--- config.mk ---
export PLATFORM = sky130hd
export DESIGN_NAME = mem_subword_stage
export DESIGN_NICKNAME = d
export VERILOG_FILES = /design/src/rtl/mem_subword_stage_pkg.sv /design/src/rtl/mem_load_align.sv /design/src/rtl/mem_subword_stage.sv
export SDC_FILE = /design/constraint.sdc
export NUM_CORES = 1
export LEC_CHECK = 0
export BUFFER_PORTS_ARGS = -buffer_cell sky130_fd_sc_hd__buf_2
export CORE_MARGIN = 1
export CORE_UTILIZATION = 40
export CTS_CLUSTER_DIAMETER = 60
export DETAILED_ROUTE_END_ITERATION = 16
export PLACE_DENSITY = 0.67
export SLEW_MARGIN = 30
export SYNTH_ARGS = -nofsm -noshare
export SYNTH_HDL_FRONTEND = slang
export SYNTH_SLANG_ARGS = --single-unit
--- constraint.sdc ---
create_clock -name clk -period 2 [get_ports clk]
set_input_delay 0 -clock clk [delete_from_list [all_inputs] [get_ports clk]]
set_output_delay 0 -clock clk [all_outputs]
set_load 0.02 [all_outputs]
--- src/rtl/mem_subword_stage_pkg.sv ---
// Shared definitions for the memory sub-word stage: funct3 codes, FSM encoding,
// and the pipeline/cache byte-order conversion.
package mem_subword_stage_pkg;

  localparam int unsigned WORD_W = 32;

  localparam logic [2:0] F3_LB  = 3'b000;
  localparam logic [2:0] F3_LH  = 3'b001;
  localparam logic [2:0] F3_LW  = 3'b010;
  localparam logic [2:0] F3_LBU = 3'b100;
  localparam logic [2:0] F3_LHU = 3'b101;
  localparam logic [2:0] F3_SB  = 3'b000;
  localparam logic [2:0] F3_SH  = 3'b001;
  localparam logic [2:0] F3_SW  = 3'b010;

  typedef enum logic [1:0] {
    ST_IDLE   = 2'd0,
    ST_RMW_RD = 2'd1,
    ST_RMW_WR = 2'd2
  } state_e;

  // Pipeline byte k sits at cache bits [31-8k:24-8k]; the mapping is its own inverse.
  function automatic logic [WORD_W-1:0] bswap32(input logic [WORD_W-1:0] w);
    return {w[7:0], w[15:8], w[23:16], w[31:24]};
  endfunction

endpackage

--- src/rtl/mem_load_align.sv ---
// Combinational load extraction: selects the addressed byte/halfword of a
// pipeline-order word and sign- or zero-extends it according to funct3.
module mem_load_align
  import mem_subword_stage_pkg::*;
(
  input  logic [WORD_W-1:0] rdata,
  input  logic [1:0]        lane,
  input  logic [2:0]        funct3,
  output logic [WORD_W-1:0] data
);

  logic [7:0]  byte_v;
  logic [15:0] half_v;

  always_comb begin
    byte_v = rdata[{lane, 3'b000} +: 8];
    half_v = rdata[{lane[1], 4'b0000} +: 16];
    case (funct3)
      F3_LB:   data = {{24{byte_v[7]}}, byte_v};
      F3_LH:   data = {{16{half_v[15]}}, half_v};
      F3_LBU:  data = {24'h000000, byte_v};
      F3_LHU:  data = {16'h0000, half_v};
      F3_LW:   data = rdata;
      default: data = rdata;
    endcase
  end

endmodule

--- src/rtl/mem_subword_stage.sv ---
// Memory pipeline stage with byte/halfword stores done as cache read-modify-write.
// Optional misaligned-access trap enabled by defining MEM_MISALIGN_CHK_EN.
module mem_subword_stage
  import mem_subword_stage_pkg::*;
#(
  parameter int unsigned BIT_W  = 32,
  parameter int unsigned ADDR_W = 30
) (
  input  logic              clk,
  input  logic              rst_n,
  input  logic [BIT_W-1:0]  alu_result_in,
  input  logic [BIT_W-1:0]  mem_wdata_in,
  input  logic [2:0]        funct3_in,
  input  logic              memrd_in,
  input  logic              memwr_in,
  input  logic [BIT_W-1:0]  PC_plus_4_in,
  input  logic [4:0]        rd_in,
  input  logic              mem2reg_in,
  input  logic              regwr_in,
  input  logic              jump_in,
  output logic [BIT_W-1:0]  alu_result_out,
  output logic [BIT_W-1:0]  PC_plus_4_out,
  output logic [BIT_W-1:0]  mem_dat,
  output logic [4:0]        rd_out,
  output logic              mem2reg_out,
  output logic              regwr_out,
  output logic              jump_out,
  output logic              stall_out,
  input  logic              DCACHE_stall,
  output logic              DCACHE_ren,
  output logic              DCACHE_wen,
  output logic [ADDR_W-1:0] DCACHE_addr,
  input  logic [BIT_W-1:0]  DCACHE_rdata,
  output logic [BIT_W-1:0]  DCACHE_wdata
`ifdef MEM_MISALIGN_CHK_EN
  ,
  output logic              misalign_out
`endif
);

  state_e            state, state_nxt;
  logic              is_store, is_load, is_byte, is_half, sub_store, misalign;
  logic              ren, wen, stall, merge_load;
  logic [BIT_W-1:0]  merge_q, merged, rdata_pipe, load_data;

  // Both strobes high means store; funct3 meaning depends on direction.
  assign is_store = memwr_in;
  assign is_load  = memrd_in & ~memwr_in;

  always_comb begin
    is_byte = 1'b0;
    is_half = 1'b0;
    if (is_store) begin
      is_byte = (funct3_in == F3_SB);
      is_half = (funct3_in == F3_SH);
    end else if (is_load) begin
      is_byte = (funct3_in == F3_LB) || (funct3_in == F3_LBU);
      is_half = (funct3_in == F3_LH) || (funct3_in == F3_LHU);
    end
  end

  assign sub_store = is_store & (is_byte | is_half);

`ifdef MEM_MISALIGN_CHK_EN
  assign misalign = (is_half & alu_result_in[0])
                  | ((is_load | is_store) & ~is_byte & ~is_half & (alu_result_in[1:0] != 2'b00));
`else
  assign misalign = 1'b0;
`endif

  assign rdata_pipe  = bswap32(DCACHE_rdata);
  assign DCACHE_addr = ADDR_W'(alu_result_in[BIT_W-1:2]);

  mem_load_align u_load_align (
    .rdata  (rdata_pipe),
    .lane   (alu_result_in[1:0]),
    .funct3 (funct3_in),
    .data   (load_data)
  );

  // Captured word with the store's byte/halfword patched in (pipeline order).
  always_comb begin
    merged = merge_q;
    if (funct3_in == F3_SB) merged[{alu_result_in[1:0], 3'b000} +: 8] = mem_wdata_in[7:0];
    else                    merged[{alu_result_in[1], 4'b0000} +: 16] = mem_wdata_in[15:0];
  end

  always_ff @(posedge clk or negedge rst_n) begin
    if (!rst_n) state <= ST_IDLE;
    else        state <= state_nxt;
  end

  always_comb begin
    state_nxt    = state;
    ren          = 1'b0;
    wen          = 1'b0;
    stall        = 1'b0;
    merge_load   = 1'b0;
    DCACHE_wdata = bswap32(mem_wdata_in);
    case (state)
      ST_IDLE: begin
        if (misalign) begin
          stall = 1'b0;
        end else if (sub_store) begin
          ren       = 1'b1;
          stall     = 1'b1;
          state_nxt = ST_RMW_RD;
        end else if (is_store) begin
          wen   = 1'b1;
          stall = DCACHE_stall;
        end else if (is_load) begin
          ren   = 1'b1;
          stall = DCACHE_stall;
        end
      end
      ST_RMW_RD: begin
        ren   = 1'b1;
        stall = 1'b1;
        if (!DCACHE_stall) begin
          merge_load = 1'b1;
          state_nxt  = ST_RMW_WR;
        end
      end
      ST_RMW_WR: begin
        wen          = 1'b1;
        DCACHE_wdata = bswap32(merged);
        stall        = DCACHE_stall;
        if (!DCACHE_stall) state_nxt = ST_IDLE;
      end
      default: state_nxt = ST_IDLE;
    endcase
  end

  // Strobes are suppressed while reset is held.
  assign DCACHE_ren = ren & rst_n;
  assign DCACHE_wen = wen & rst_n;
  assign stall_out  = stall;

  always_ff @(posedge clk or negedge rst_n) begin
    if (!rst_n)          merge_q <= '0;
    else if (merge_load) merge_q <= rdata_pipe;
  end

  always_ff @(posedge clk or negedge rst_n) begin
    if (!rst_n) begin
      alu_result_out <= '0;
      PC_plus_4_out  <= '0;
      mem_dat        <= '0;
      rd_out         <= '0;
      mem2reg_out    <= 1'b0;
      regwr_out      <= 1'b0;
      jump_out       <= 1'b0;
`ifdef MEM_MISALIGN_CHK_EN
      misalign_out   <= 1'b0;
`endif
    end else if (!stall) begin
      alu_result_out <= alu_result_in;
      PC_plus_4_out  <= PC_plus_4_in;
      mem_dat        <= load_data;
      rd_out         <= rd_in;
      mem2reg_out    <= mem2reg_in;
      regwr_out      <= regwr_in & ~misalign;
      jump_out       <= jump_in;
`ifdef MEM_MISALIGN_CHK_EN
      misalign_out   <= misalign;
`endif
    end
  end

endmodule
==> summary.md <==
| Metric | Value |
|---|---|
| Final Hold Viols | 0 |
| Syn Inst Count | around 750 |
| Endpoints failing setup | 0 |
| Crit-path leading delay family | compound AO/OA/AOI/OAI gates |
| Buf/Inv on CP | 2 |
| Asr flop ratio synth | 100.0% |
| Yosys reg bits | about 140 |
| Global-route usage over all layers | 27.80% |
| Setup crit end kind | primary output |
| DIE WIDTH | ~130 um |
| Vias per cell | a little over 5 |
| Ratio of cells with drive above 1 in the final layout | 39.55% |
| Leak Pwr | between 0.005 and 0.006 uW |
| Final worst path period need | 1.964 ns |
| Die Area | 17,810 um2 |
| H-tree depth | 4 |
| Syn nets | ~900 |
| DR vias | 6,986 |
| Max-Slew Margin vs Limit | between 60% and 70% |
| Startpoint type of the worst setup path | flop |
| Final HPWL from detailed placement | 16,820 um |
| Antenna violations before repair | 0 |
| Hold Crit Class | in -> reg |
| Die H | roughly 130 um |
| # DRC | 0 |
| Area of the multi-input gates | approximately 3100 um2 |
| Core area | 16,700 um2 |
| Sequential area share after synthesis | 49.95% |
| Setup Skew | 0.007463 ns |
| Area growth syn-to-layout | 51.20% |
| First-pass GRT wire length | 38,000 um |
| Main synth FF type | dfrtp_1 |
| Max stage delay on crit path | about 0.41 ns |
| Clock transition at path regs | 0.06 ns |
| CTS tree | yes |
| WS Path Type | reg -> out |
| CP max-delay cell | dfrtp_1 |
| Detailed router's first-iteration violation count | about 380 |
| Critical path, cell by cell | buf_6 > nor2b_4 > o21ai_4 > a41o_4 > a22o_1 > buf_2 |
| Placed inst area | approximately 8600 um2 |
| Max Cap Viol | 0 |
| Fin nets | approximately 1,300 |
| Overflow after GRT | 0 |
| Post-synth design cell area | ~6900 um2 |
| Power per cell area | slightly above 1000 nW/um2 |
| ANT nets after route | 0 |
| FF+latch area | approximately 3500 um2 |
| Average size of a mapped cell | approximately 9.3 um2 |
| Pre-CTS setup slack | 0.1984 ns |
| Worst Setup Slack, final | roughly 0.036 ns |
| Final Slew Violations | 0 |
| CP Data Required Time | about 2.0 ns |
| Initial core utilization | 41.39% |
| Peak Freq | ~500 MHz |
| Bufs on Longest Clock Path | 2 |
| Fillcell total | 1,375 |
| 1st-pass router iterations | 5 |
| Worst Path Arrival | just under 2 ns |
| Final non-filler cell area | 10,450 um2 |
| Num Clock Sinks | 138 |
| RePlAce Congestion | 0.9063 |
| I/O pins | between 300 and 400 |
| Yosys warns | 0 |
| Cell row count | between 40 and 50 |
| Antenna diode count | 0 |
| WL/cell | around 18 um |
| Final period utilization | between 90 and 100% |
| Max IR drop VDD | 0.6535 mV |
| Status | complete, no violations |
| Post-synth EDFFs | 0 |
| Largest net degree at the start of global routing | between 60 and 70 |
| Worst slew pin tran | 0.5707 ns |
| # port buffers | approximately 310 |
| Vias in the first global route | approximately 6,900 |
| Post-synth cell types | a little over 50 |
| Clock root cell | clkbuf_16 |
| Drt total wl | about 24,000 um |
| Clk_lat worst skew | ~0.42 ns |
| Crit path max fanout | 8 |
| TritonCTS Buffers | 17 |
| R2r setup slk | roughly 0.11 ns |
-- cell families after synthesis --
| kind of cell | after synthesis | share of synthesized area, % |
|---|---|---|
| compound gates | 140 | 13.25 |
| fa+ha+maj | 5 | 0.9050 |
| buf+inv | 84 | 7.149 |
| flops | 138 | 49.95 |
| mux | 55 | 9.014 |
| simple gates | 324 | 19.73 |
-- cells in the final DEF (no fill, tap or decap), drive strengths merged, types with 4 or more instances in the layout --
cell / instances
a211oi: 8
a21oi: 28
a221o: 8
a221oi: 8
a22o: 8
a22oi: 8
and2: 9
buf: 345
bufinv: 4
clkbuf: 17
clkinvlp: 4
dfrtp: 138
dlygate4sd3: 105
ha: 5
inv: 13
mux2: 48
mux2i: 6
nand2: 267
nand2b: 4
nor2: 24
nor4bb: 5
o21ai: 55
o22a: 6
-- metal layers --
layer	GRT usage (%)	wire length, um	vias to the layer above
li1	-	-	3290
met1	34.31	9837	3244
met2	46.67	11800	396
met3	6.202	1913	56
met4	12.18	844	0
met5	0	0	-
-- worst min-delay path: cells and delay by family --
family	cells	cell delay (ns)
AOI/OAI and AO/OA	1	0.05
and+or+nand+nor	1	0.06
buffers and inverters	2	0.34
-- synth_stat cells (2+ instances only) --
library cell | number | area share (%)
a221o_1 | 8 | 1.2
o22a_1 | 6 | 0.76
o21ai_0 | 46 | 3.3
o21ai_1 | 9 | 0.65
buf_6 | 5 | 0.81
clkbuf_1 | 20 | 1.1
inv_1 | 7 | 0.38
nor4bb_1 | 5 | 0.72
nand3_1 | 2 | 0.14
nand2_1 | 267 | 14
mux2_2 | 48 | 7.8
a221oi_1 | 8 | 1.0
dfrtp_1 | 138 | 50
a21oi_1 | 28 | 2.0
a211oi_1 | 8 | 0.87
and2_1 | 8 | 0.72
nor2_1 | 24 | 1.3
a22oi_1 | 8 | 0.87
mux2i_1 | 6 | 0.87
nand2b_1 | 4 | 0.36
buf_4 | 31 | 3.4
a22o_1 | 8 | 1.0
o31ai_1 | 2 | 0.22
buf_2 | 19 | 1.4
ha_1 | 5 | 0.90
-- sequential cells by signal, indices dropped and copies added, names as in the netlist --
signal	count
regwr_out	1
state	2
alu_result_out	32
PC_plus_4_out	32
rd_out	5
mem_dat	32
mem2reg_out	1
jump_out	1
merge_q	32
-- worst paths after layout --
kind | from | end | depth (start not counted)
worst max-delay path | state[1] | DCACHE_wdata[30] | 6
worst max register to register | state[1] | alu_result_out[2] | 6
worst min-delay path | funct3_in[1] | mem_dat[30] | 4
worst min register to register | alu_result_out[29] | alu_result_out[29] | 2
max in group asynchronous | rst_n | alu_result_out[14] | 3
min in group asynchronous | rst_n | merge_q[12] | 2
-- stage by stage --
step	utilization, %	instances	TNS (ns)	hold WS (ns)	power, uW
2_1_floorplan	-	746	-0.1972	-0.2956	5950
3_3_place_gp	51.73	1234	0	-0.03879	7170
3_5_place_dp	51.73	1234	0	-0.03442	7226
4_1_cts	62.39	1373	0	0.04905	10890
5_1_grt	62.59	1373	-0.02935	0.06598	11400
6_report	62.59	1373	0	0.07453	10850
-- report_power, final --
group          internal [uW]  switching, uW  total (uW)
registers               3530            445        3980
logic                   1400           2060        3460
clock network           2110           1290        3410
-- repair_timing --
action / in CTS / in global routing
gates cloned: 1 / 0
setup endpoints to repair: 18 / 13
gates resized for setup: 14 / 13
pin swaps: 0 / 3
setup buffers: 1 / 1
hold buffers: 105 / 0
endpoints found under the hold margin: 239 / 0
-- cell type report --
class / count / area share, %
Inverter: 8 / 0.4070
Multi-Input combinational cell: 524 / 29.28
Clock inverter: 15 / 2.023
Sequential cell: 138 / 33.05
Tap cell: 220 / 2.633
Timing Repair Buffer: 451 / 28.54
Clock buffer: 17 / 4.070
Power figures use the tool's default switching activity.
